## config.mk

```make
export PLATFORM = sky130hd
export DESIGN_NAME = irq_ctrl
export DESIGN_NICKNAME = d
export VERILOG_FILES = /design/src/rtl/irq_ctrl.sv
export SDC_FILE = /design/constraint.sdc
export NUM_CORES = 1
export LEC_CHECK = 0
export BUFFER_PORTS_ARGS = -buffer_cell sky130_fd_sc_hd__buf_2
export CAP_MARGIN = 40
export CORE_ASPECT_RATIO = 1.1
export CORE_UTILIZATION = 45
export CTS_CLUSTER_DIAMETER = 60
export DETAILED_ROUTE_END_ITERATION = 6
export PLACE_DENSITY = 0.79
export SLEW_MARGIN = 30
export SYNTH_ARGS = -nofsm -noshare
export SYNTH_HDL_FRONTEND = slang
export SYNTH_SLANG_ARGS = --single-unit
```

## constraint.sdc

```tcl
create_clock -name clk -period 3 [get_ports clk]
set_input_delay 0.6 -clock clk [delete_from_list [all_inputs] [get_ports clk]]
set_output_delay 0.6 -clock clk [all_outputs]
set_load 0.02 [all_outputs]
```

## src/rtl/irq_ctrl.sv

```systemverilog
// Interrupt controller for the single-cycle CPU control unit.
// Synchronises and edge-detects the external lines, latches them as pending,
// applies an enable mask, and presents one fixed-priority request at a time
// that must outrank everything currently in service. Bit 0 is the ALU
// overflow trap: it never pends from irq_in and enters only through calli.
module irq_ctrl #(
  parameter int N_IRQ       = 8,
  parameter int SYNC_STAGES = 2
) (
  input  logic             clk,
  input  logic             reset,
  input  logic [N_IRQ-1:0] irq_in,
  input  logic             mask_we,
  input  logic [N_IRQ-1:0] mask_d,
  input  logic [N_IRQ-1:0] calli,
  input  logic [N_IRQ-1:0] reti,
  output logic [N_IRQ-1:0] min_bit_s,
  output logic [N_IRQ-1:0] min_bit_a,
  output logic [N_IRQ-1:0] pending,
  output logic [N_IRQ-1:0] in_service,
  output logic [N_IRQ-1:0] mask,
  output logic             irq_active
);

  typedef enum logic {IDLE, PRESENT} state_t;

  localparam logic [N_IRQ-1:0] BIT0 = {{(N_IRQ-1){1'b0}}, 1'b1};

  // Isolates the least-significant set bit (highest priority).
  function automatic logic [N_IRQ-1:0] lowest(input logic [N_IRQ-1:0] v);
    return v & (~v + BIT0);
  endfunction

  state_t           state_q, state_d;
  logic [N_IRQ-1:0] sync_q [SYNC_STAGES];
  logic [N_IRQ-1:0] prev_q;
  logic [N_IRQ-1:0] edge_det;
  logic [N_IRQ-1:0] req_vec, req_d;
  logic [N_IRQ-1:0] ack_clr;
  logic [N_IRQ-1:0] cand;
  logic             cand_ok;

  // Synchroniser chain plus one history flop for rising-edge detection.
  // NOTE: the synchroniser array is ordinary flops, not a memory, so it is
  // reset with everything else; a stale 1 would fake an edge after reset.
  always_ff @(posedge clk or posedge reset) begin
    if (reset) begin
      for (int s = 0; s < SYNC_STAGES; s++) sync_q[s] <= '0;
      prev_q <= '0;
    end else begin
      sync_q[0] <= irq_in;
      for (int s = 1; s < SYNC_STAGES; s++) sync_q[s] <= sync_q[s-1];
      prev_q <= sync_q[SYNC_STAGES-1];
    end
  end

  // Bit 0 can only be raised through calli, so its external line is ignored.
  assign edge_det = sync_q[SYNC_STAGES-1] & ~prev_q & ~BIT0;

  // Pending latch (new edge wins over a same-cycle acknowledge), mask, and
  // in-service tracking (set before clear, so calli&reti on one bit ends at 0).
  // NOTE: non-blocking assignments keep every register sampling the
  // pre-edge values of the others, whatever order the statements are in.
  always_ff @(posedge clk or posedge reset) begin
    if (reset) begin
      pending    <= '0;
      mask       <= '0;
      in_service <= '0;
    end else begin
      pending    <= (pending & ~ack_clr) | edge_det;
      in_service <= (in_service | calli) & ~reti;
      if (mask_we) mask <= mask_d & ~BIT0;
    end
  end

  // Values derived from registers only, so nothing loops through the CPU.
  assign min_bit_a  = lowest(in_service);
  assign irq_active = |in_service;
  assign cand       = lowest(pending & mask);
  // Both operands are one-hot, so a smaller value means a lower bit index.
  assign cand_ok    = (cand != '0) && ((in_service == '0) || (cand < min_bit_a));

  // Presentation state and the latched request vector.
  always_ff @(posedge clk or posedge reset) begin
    if (reset) begin
      state_q <= IDLE;
      req_vec <= '0;
    end else begin
      state_q <= state_d;
      req_vec <= req_d;
    end
  end

  // Next-state and outputs: accept a candidate, hold it until acknowledged,
  // or withdraw it if it gets masked while presented.
  always_comb begin
    // NOTE: every output of this block is given a default first, so no path
    // leaves one unassigned and no latch is inferred.
    state_d   = state_q;
    req_d     = req_vec;
    ack_clr   = '0;
    min_bit_s = '0;
    unique case (state_q)
      IDLE: begin
        if (cand_ok) begin
          req_d   = cand;
          state_d = PRESENT;
        end
      end
      PRESENT: begin
        min_bit_s = req_vec;
        if (calli == req_vec) begin
          ack_clr = req_vec;
          state_d = IDLE;
        end else if ((req_vec & mask) == '0) begin
          state_d = IDLE;
        end
      end
      default: state_d = IDLE;
    endcase
  end

endmodule

```

==> out/results.ini <==
[status]
status = complete, no violations

[flow_run]
maxCapViolCount = 0

[setup_path]
critical_path.max_stage_delay_ns = 0.55
cp_data_arrival_time_ns = 3.07
reg2reg_from = in_service[3]$_DFF_PP0_
cp-endpoint = req_vec[3]$_DFFE_PP0P_
ff2ff_setup_slack_ns = 0.12
crit_start = in_service[3]$_DFF_PP0_
worstSetupPathType = register to register
startpoint_type = register
crit_required_ns = 3.19
crit_fanout = 8
ff2ff_path_depth = 9
cp-end-kind = register
worstReg2RegEnd = req_vec[3]$_DFFE_PP0P_
crit_path_cell_trace = or4_4 > nor3_2 > nand3b_1 > ha_1 > a21oi_1 > nand3_1 > o21a_1 > a211o_4 > mux2_4
cp_slowest_cell = or4_4

[grt]
grt_overflow = 0
antenna_found_initial = 0
grt_max_degree = 52
grt_usage = 0.185
grt_pass1_vias = 1489
grt_pass1_wl_um = 6820

[cts]
cts_hold_buf = 0
cts_tree = done
root_buffer = clkbuf_8
clock-sinks = 51
clk_pin_slew_ns = 0.09
postCtsSetupBuffers = 0
cts_max_level = 2
numCtsBuffers = 5
cts_buffer_depth = 2
clock_latency_ns = 0.30

[sta]
fin_crit_ns = 2.88
setup_viol = 0
postLayoutSetupSlackWorst_ns = 0.124
hold_viol_final = 0
finalMaxSlewViolations = 0
setup_tns_ns = 0
fin_skew_ns = 0.00476
period_share = 0.959
max_clock_freq_ghz = 0.348
maxSlewHeadroom = 0.594
worst_pin_slew_ns = 0.608

[placement]
numPortBuffers = 70
dp_slack_ns = -0.0906
gp_congestion = 0.783
placed_area_um2 = 2670
dp.cells = 322
hpwl_um = 3460

[finish]
final_common_cell = buf_2
final_util = 0.599
synthToLayoutAreaGrowth_pct = 27.2
instances_no_fill = 330
drive_gt1_frac = 0.405
seq_area_um2 = 1280
multi_input_area_um2 = 853
nFillCells = 410
nets = 315
final_cell_area_um2 = 2800
n_antenna_cell = 0
layout_common_cells = 70 x buf_2, 51 x dfrtp_1, 22 x nor2_1

[synth]
ys.warnings.count = 0
yosys_register_bits = 51
yosysSeqAreaShare = 0.579
synth-xor-area-share = 0.0278
synth_area_um2 = 2200
synthDistinctLibCells = 34
synth_top_family_by_area = simple AND/OR/NAND/NOR gates
synth_mux_area_frac = 0.0766
synth-adder-area-share = 0.0397
synth-compound-area-share = 0.0675
syn_area_per_cell_um2 = 11.5
synthSimpleGateAreaFrac = 0.158
synth_cells = 191

[routing]
route.vias.total = 1626
via_per_inst = 4.93
drt-pass1-iter-count = 4
antenna_left = 0
wl_per_cell_um = 13.5
drc = 0
drt_wl_total_um = 4460
drt_iter0_drc = 70

[min_path]
min_path_type = register to register

[power]
peakVddDrop_mv = 0.390
leakagePower_nw = 1.49
p_per_area_nw_per_um2 = 605

[floorplan]
io_pins = 76
core_um2 = 4680
start_util = 0.471
die_x_um = 68.7
fp.dieH_um = 75.4
die_area_um2 = 5180
rows = 26

-- area by class of cell --
class,instances,share of cell area
clock inverter,3,0.0156
clock buffer,5,0.0245
sequential,51,0.455
multi-input combinational,119,0.304
timing repair buffer,81,0.154
inverter,15,0.0210
tap,56,0.0250
-- stage by stage --
stage / power [mW] / hold WS, ns
floorplan: 1.12 / 0.331
global placement: 1.22 / 0.331
detailed placement: 1.23 / 0.339
CTS: 1.71 / 0.360
global route: 1.78 / 0.366
finish: 1.70 / 0.357
-- how the worst min path moves through the flow --
stage / start / endpoint / slack (ns) / cells after the start
2_1_floorplan: sync_q[9]$_DFF_PP0_ / sync_q[1]$_DFF_PP0_ / 0.33 / 0
3_3_place_gp: sync_q[12]$_DFF_PP0_ / sync_q[4]$_DFF_PP0_ / 0.33 / 0
3_5_place_dp: sync_q[14]$_DFF_PP0_ / sync_q[6]$_DFF_PP0_ / 0.34 / 0
4_1_cts: sync_q[14]$_DFF_PP0_ / sync_q[6]$_DFF_PP0_ / 0.36 / 0
5_1_grt: sync_q[9]$_DFF_PP0_ / sync_q[1]$_DFF_PP0_ / 0.37 / 0
6_report: sync_q[14]$_DFF_PP0_ / sync_q[6]$_DFF_PP0_ / 0.36 / 0
-- cell usage after synthesis --
master	count	area [µm²]
nor3_2	1	10.0
a22o_1	7	61.3
nand3b_1	2	15.0
a221oi_1	1	8.76
a211o_1	1	8.76
ha_1	7	87.6
inv_1	15	56.3
a222oi_1	1	10.0
o211ai_1	1	7.51
nand4_1	2	12.5
a22oi_1	2	15.0
nand2b_1	1	6.26
clkbuf_1	3	11.3
and2_1	7	43.8
nand3_1	5	25.0
buf_4	4	30.0
o21a_1	1	7.51
nor2_1	22	82.6
and4b_1	1	10.0
mux2_4	6	90.1
buf_6	1	11.3
or4_4	1	11.3
a21oi_1	4	20.0
a22o_2	1	10.0
nor4_1	3	18.8
dfrtp_1	51	1280
nor2b_1	3	18.8
nand2_1	19	71.3
xor2_1	7	61.3
or3b_4	1	11.3
mux2_2	7	78.8
and2_0	1	6.26
conb_1	1	3.75
and3_1	1	6.26
-- layer usage --
layer | vias up | global-route usage | share of wire
li1 | 798 | - | -
met2 | 50 | 0.309 | 0.50
met5 | - | 0 | 0
met1 | 773 | 0.233 | 0.43
met4 | 0 | 0.0748 | 0.013
met3 | 5 | 0.0389 | 0.053
-- power by group --
part	internal [mW]	switching, mW
sequential	0.752	0.0829
clock	0.248	0.221
combinational	0.191	0.201
-- logic make-up after synthesis --
logic type	Yosys count
other	1
buffers and inverters	23
adder cells (fa/ha/maj)	7
AO/OA/AOI/OAI	19
multiplexers	13
AND/OR/NAND/NOR	70
flip-flops	51
XOR/XNOR	7
-- flip-flops by register name, indices dropped and copies added, names as in the netlist --
signal and flops:
prev_q 7, in_service 8, sync_q 14, pending 7
mask 7, state_q 1, req_vec 7
-- critical path, delay by kind of cell (launching register included) --
kind                     cells  cell delay [ns]
AO/OA/AOI/OAI                3             0.76
flip-flops                   1             0.39
multiplexers                 1             0.31
adder cells (fa/ha/maj)      1             0.36
AND/OR/NAND/NOR              4             0.94
-- what timing repair did --
| item | CTS | global route |
|---|---|---|
| endpoints found under the hold margin | 0 | 0 |
| gates resized for setup | 3 | 3 |
| setup endpoints to repair | 7 | 7 |
Power figures use the tool's default switching activity.
